==> src/rtl/ex_mem_stage.sv <==
// EX->MEM pipeline register stage with overflow trap capture and valid/ready flow control.
// Define EX_MEM_SKID_EN for a two-entry head+skid buffer with a registered up_ready_o.
module ex_mem_stage #(
    parameter int unsigned DAT_WIDTH  = 32,
    parameter int unsigned REG_ADDR_W = 5
) (
    input  logic                  clk_i,
    input  logic                  rst_n_i,
    input  logic                  flush_i,
    input  logic                  up_valid_i,
    output logic                  up_ready_o,
    input  logic [DAT_WIDTH-1:0]  alu_out_i,
    input  logic                  alu_of_i,
    input  logic                  ovf_chk_i,
    input  logic                  wr_en_i,
    input  logic [REG_ADDR_W-1:0] wr_addr_i,
    input  logic [1:0]            mem_op_i,
    input  logic [DAT_WIDTH-1:0]  store_dat_i,
    input  logic [DAT_WIDTH-1:0]  pc_i,
    output logic                  dn_valid_o,
    input  logic                  dn_ready_i,
    output logic [DAT_WIDTH-1:0]  alu_out_o,
    output logic [DAT_WIDTH-1:0]  store_dat_o,
    output logic [DAT_WIDTH-1:0]  pc_o,
    output logic                  wr_en_o,
    output logic [REG_ADDR_W-1:0] wr_addr_o,
    output logic [1:0]            mem_op_o,
    output logic                  exc_o,
    output logic [DAT_WIDTH-1:0]  exc_pc_o
);

    typedef struct packed {
        logic [DAT_WIDTH-1:0]  alu;
        logic [DAT_WIDTH-1:0]  sdat;
        logic [DAT_WIDTH-1:0]  pc;
        logic                  wr_en;
        logic [REG_ADDR_W-1:0] wr_addr;
        logic [1:0]            mem_op;
        logic                  exc;
    } entry_t;

    logic   trap;
    logic   up_fire;
    logic   dn_fire;
    entry_t in_e;
    entry_t head_q, head_n;
    logic   head_v_q, head_v_n;

`ifdef EX_MEM_SKID_EN
    entry_t skid_q, skid_n;
    logic   skid_v_q, skid_v_n;
    logic   ready_q;

    assign up_ready_o = ready_q;
`else
    assign up_ready_o = !head_v_q || dn_ready_i;
`endif

    assign trap    = alu_of_i && ovf_chk_i;
    assign up_fire = up_valid_i && up_ready_o;
    assign dn_fire = head_v_q && dn_ready_i;

    // Trapping instructions must not write back or touch memory.
    always_comb begin
        in_e.alu     = alu_out_i;
        in_e.sdat    = store_dat_i;
        in_e.pc      = pc_i;
        in_e.wr_en   = wr_en_i && !trap;
        in_e.wr_addr = wr_addr_i;
        in_e.mem_op  = (trap || mem_op_i == 2'b11) ? 2'b00 : mem_op_i;
        in_e.exc     = trap;
    end

    always_comb begin
        head_n   = head_q;
        head_v_n = head_v_q;
`ifdef EX_MEM_SKID_EN
        skid_n   = skid_q;
        skid_v_n = skid_v_q;
        if (dn_fire) begin
            if (skid_v_q) begin
                head_n   = skid_q;
                skid_v_n = 1'b0;
            end else begin
                head_v_n = 1'b0;
            end
        end
        if (up_fire) begin
            if (!head_v_n) begin
                head_n   = in_e;
                head_v_n = 1'b1;
            end else begin
                skid_n   = in_e;
                skid_v_n = 1'b1;
            end
        end
        if (flush_i) begin
            head_v_n = 1'b0;
            skid_v_n = 1'b0;
        end
`else
        if (dn_fire) begin
            head_v_n = 1'b0;
        end
        if (up_fire) begin
            head_n   = in_e;
            head_v_n = 1'b1;
        end
        if (flush_i) begin
            head_v_n = 1'b0;
        end
`endif
    end

    always_ff @(posedge clk_i or negedge rst_n_i) begin
        if (!rst_n_i) begin
            head_q   <= '0;
            head_v_q <= 1'b0;
            exc_o    <= 1'b0;
            exc_pc_o <= '0;
`ifdef EX_MEM_SKID_EN
            skid_q   <= '0;
            skid_v_q <= 1'b0;
            ready_q  <= 1'b1;
`endif
        end else begin
            head_q   <= head_n;
            head_v_q <= head_v_n;
            // The exception pulse follows the transfer even when a flush lands the same cycle.
            exc_o    <= dn_fire && head_q.exc;
            if (dn_fire && head_q.exc) begin
                exc_pc_o <= head_q.pc;
            end
`ifdef EX_MEM_SKID_EN
            skid_q   <= skid_n;
            skid_v_q <= skid_v_n;
            ready_q  <= !skid_v_n;
`endif
        end
    end

    assign dn_valid_o  = head_v_q;
    assign alu_out_o   = head_q.alu;
    assign store_dat_o = head_q.sdat;
    assign pc_o        = head_q.pc;
    assign wr_en_o     = head_q.wr_en;
    assign wr_addr_o   = head_q.wr_addr;
    assign mem_op_o    = head_q.mem_op;

endmodule

==> config.mk <==
export PLATFORM = sky130hd
export DESIGN_NAME = ex_mem_stage
export DESIGN_NICKNAME = d
export VERILOG_FILES = /design/src/rtl/ex_mem_stage.sv
export SDC_FILE = /design/constraint.sdc
export NUM_CORES = 1
export LEC_CHECK = 0
export BUFFER_PORTS_ARGS = -buffer_cell sky130_fd_sc_hd__buf_2
export CORE_ASPECT_RATIO = 1.5
export CORE_UTILIZATION = 45
export CTS_BUF_LIST = sky130_fd_sc_hd__clkbuf_8
export CTS_CLUSTER_DIAMETER = 40
export DETAILED_ROUTE_END_ITERATION = 8
export PLACE_DENSITY_LB_ADDON = 0.1
export SLEW_MARGIN = 20
export SYNTH_ARGS = -nofsm -noshare
export SYNTH_HDL_FRONTEND = slang
export SYNTH_SLANG_ARGS = --single-unit
==> constraint.sdc <==
create_clock -name clk_i -period 1.2 [get_ports clk_i]
set_input_delay 0.12 -clock clk_i [delete_from_list [all_inputs] [get_ports clk_i]]
set_output_delay 0.12 -clock clk_i [all_outputs]
set_load 0.01 [all_outputs]
==> metrics <==
Core ar. between 10000 and 15000 µm²; DRT iter0 DRCs 86; clock root cell clkbuf_8; RSZ-0062 raised after global routing true; DRT Pass-1 Iters 6; Fill cells ~1000; min cycle time layout 1.31 ns; clock skew after layout 0.00960 ns; VDD IR max 0.000843 V; Die Ht 145 µm; Crit Path Max Fanout 20; Slew headroom 0.786; Seq/Total Area, Yosys 0.565; Post-Syn Area per Cell 15.3 µm²; Req. time, crit path ~1.5 ns; diodes inserted 0; multi-input logic area 1880 µm²; Synth Register Bits approximately 140; share of post-route cells with drive strength above 1 0.637; Slew @ Worst Pin 0.320 ns; startpoint types flip-flop; Setup WS post-layout -0.110 ns; cells after synthesis 403; post-route cell area around 8500 µm²; dpl ws -0.106 ns; synthesized cell area approximately 6000 µm²; critical path's top delay family flip-flops; fmax 0.763 GHz; RePlAce Congestion between 0.7 and 0.8; Slew Limit Fails 0; die width ~100 µm; largest net degree at the start of global routing 38; die area between 10000 and 15000 µm²; Routed WL 14000 µm; Starting Density 0.460; Max Cap Viol 0; Power Density about 1500 nW/µm²; slowest CP cell dfrtp_2; Via density 4.61; WP buf/inv 1; drt drc 0; vias in the first global route 4286; synth unique cells 14; CTS tree done; Slowest Stage Delay on Critical Path between 0.4 and 0.5 ns; # setup viols final around 130; # clock sinks 139; CP Class flip-flop to flip-flop; CTS H-tree depth 4; area taken by flip-flops and latches roughly 3500 µm²; Avg WL per Cell approximately 16 µm; first-pass GRT wire length approximately 22000 µm; Clock Pin Slew Worst Setup and Hold Paths 0.08 ns; Clock Latency Late Sink 0.44 ns; # nets final between 700 and 800; WP data arrival around 1.6 ns; GRT Overall Usage 0.202; Longest Clk Path Bufs 2; CTS buffer count 17; vias about 3900; Ports 250; Leak around 4.3 nW; syn nets approximately 510; Yosys warning count 0; final hold viol count 0; Cell Chain, Critical Path nand2b_4 > nand2_8 > buf_12 > mux2_4; Hold Path Class primary input to flip-flop; DP Area approximately 7000 µm²; Core Rows 52; DP HPWL a little over 9000 µm; commonest non-fill, non-tap cell in the layout buf_2; grt total ovfl 0; status finished with violations; failing checks setup timing; fin crit share 1.09; initial antenna violation count 0; Worst setup EP type flip-flop; Final ANT Viol Nets 0; most frequent cells in the layout buf_2 (247), dfrtp_1 (138), dlygate4sd3_1 (104); IO buf count 249; Area Growth Syn to Fin 38.7%
==> final timing paths <==
check                                          from                          to  slack, ns  cells after the start
min                                         wr_en_i         wr_en_o$_DFFE_PN0P_       0.07                      3
min reg2reg                exc_pc_o[26]$_DFFE_PN0P_    exc_pc_o[26]$_DFFE_PN0P_       0.50                      1
min in group asynchronous                   rst_n_i   alu_out_o[10]$_DFFE_PN0P_       0.11                      2
max reg2reg                  dn_valid_o$_DFFE_PN0P_    alu_out_o[7]$_DFFE_PN0P_      -0.11                      4
max                          dn_valid_o$_DFFE_PN0P_    alu_out_o[7]$_DFFE_PN0P_      -0.11                      4
max in group asynchronous                   rst_n_i  store_dat_o[7]$_DFFE_PN0P_       0.54                      3
==> metrics by stage <==
step           hold WS (ns)  total power, mW   util  cells  TNS, ns
6_report             0.0745             12.9  0.638    850    -8.99
5_1_grt              0.0903             13.6  0.638    850   -13.81
4_1_cts              0.0528             13.0  0.633    849    -7.93
3_5_place_dp        0.00343             9.08  0.522    712    -7.75
3_3_place_gp        0.00720             8.99  0.522    712    -4.80
2_1_floorplan        -0.176             8.19      -    403    -7.70
==> routing by layer <==
layer	routed length, µm	global-route usage	vias up
met2	7340	0.356	157
met4	285	0.0831	0
met1	5470	0.226	1927
met3	869	0.0602	20
met5	0	0	-
li1	-	-	1811
==> cells in the mapped netlist <==
cell | number | share of area
nand2b_4 | 1 | 0.0022
dfrtp_1 | 139 | 0.56
nor3b_1 | 2 | 0.0024
and2_0 | 1 | 0.0010
buf_6 | 6 | 0.011
buf_2 | 8 | 0.0065
inv_1 | 2 | 0.0012
nand3_2 | 1 | 0.0016
mux2_4 | 50 | 0.12
nand2_2 | 1 | 0.0010
mux2_2 | 87 | 0.16
a21oi_1 | 1 | 0.00081
nor2b_1 | 1 | 0.0010
buf_4 | 103 | 0.13
==> layout make-up <==
class | instances | area share
Timing Repair Buffer | 370 | 0.304
Clock buffer | 17 | 0.0274
Clock inverter | 15 | 0.0165
Inverter | 2 | 0.000879
Multi-Input combinational cell | 145 | 0.220
Sequential cell | 139 | 0.407
Tap cell | 162 | 0.0237
==> flip-flops by register name, summed over array words and instances, names as in the netlist <==
signal / count
alu_out_o: 32
dn_valid_o: 1
exc_o: 1
exc_pc_o: 32
head_q: 1
mem_op_o: 2
pc_o: 32
store_dat_o: 32
wr_addr_o: 5
wr_en_o: 1
==> where the power goes <==
part	internal, mW	leakage [nW]	switching (mW)	total [mW]
logic	1.91	2.50	1.42	3.33
clock network	1.67	0.183	1.92	3.60
registers	5.55	1.65	0.457	6.00
total	9.13	4.34	3.80	12.9
==> worst reg2reg max path, cell delays in order (launching register included) <==
cell and delay (ns):
dfrtp_2 0.41, nand2b_4 0.09, nand2_8 0.16, buf_12 0.22, mux2_4 0.33
==> logic make-up (layout without fill, tap and decap cells) <==
group | Yosys count | count (layout) | share of synthesized area
mux | 137 | 137 | 0.281
flops | 139 | 139 | 0.565
compound gates | 1 | 1 | 0.000812
buf+inv | 119 | 404 | 0.144
simple gates | 7 | 7 | 0.00934
==> repair_timing <==
action / CTS / global route
cloned: 0 / 1
resized for setup: 16 / 8
hold buffers: 104 / 0
setup endpoints to repair: 123 / 134
endpoints found under the hold margin: 241 / 0
setup buffers: 1 / 0
(Power assumes the default switching activity.)
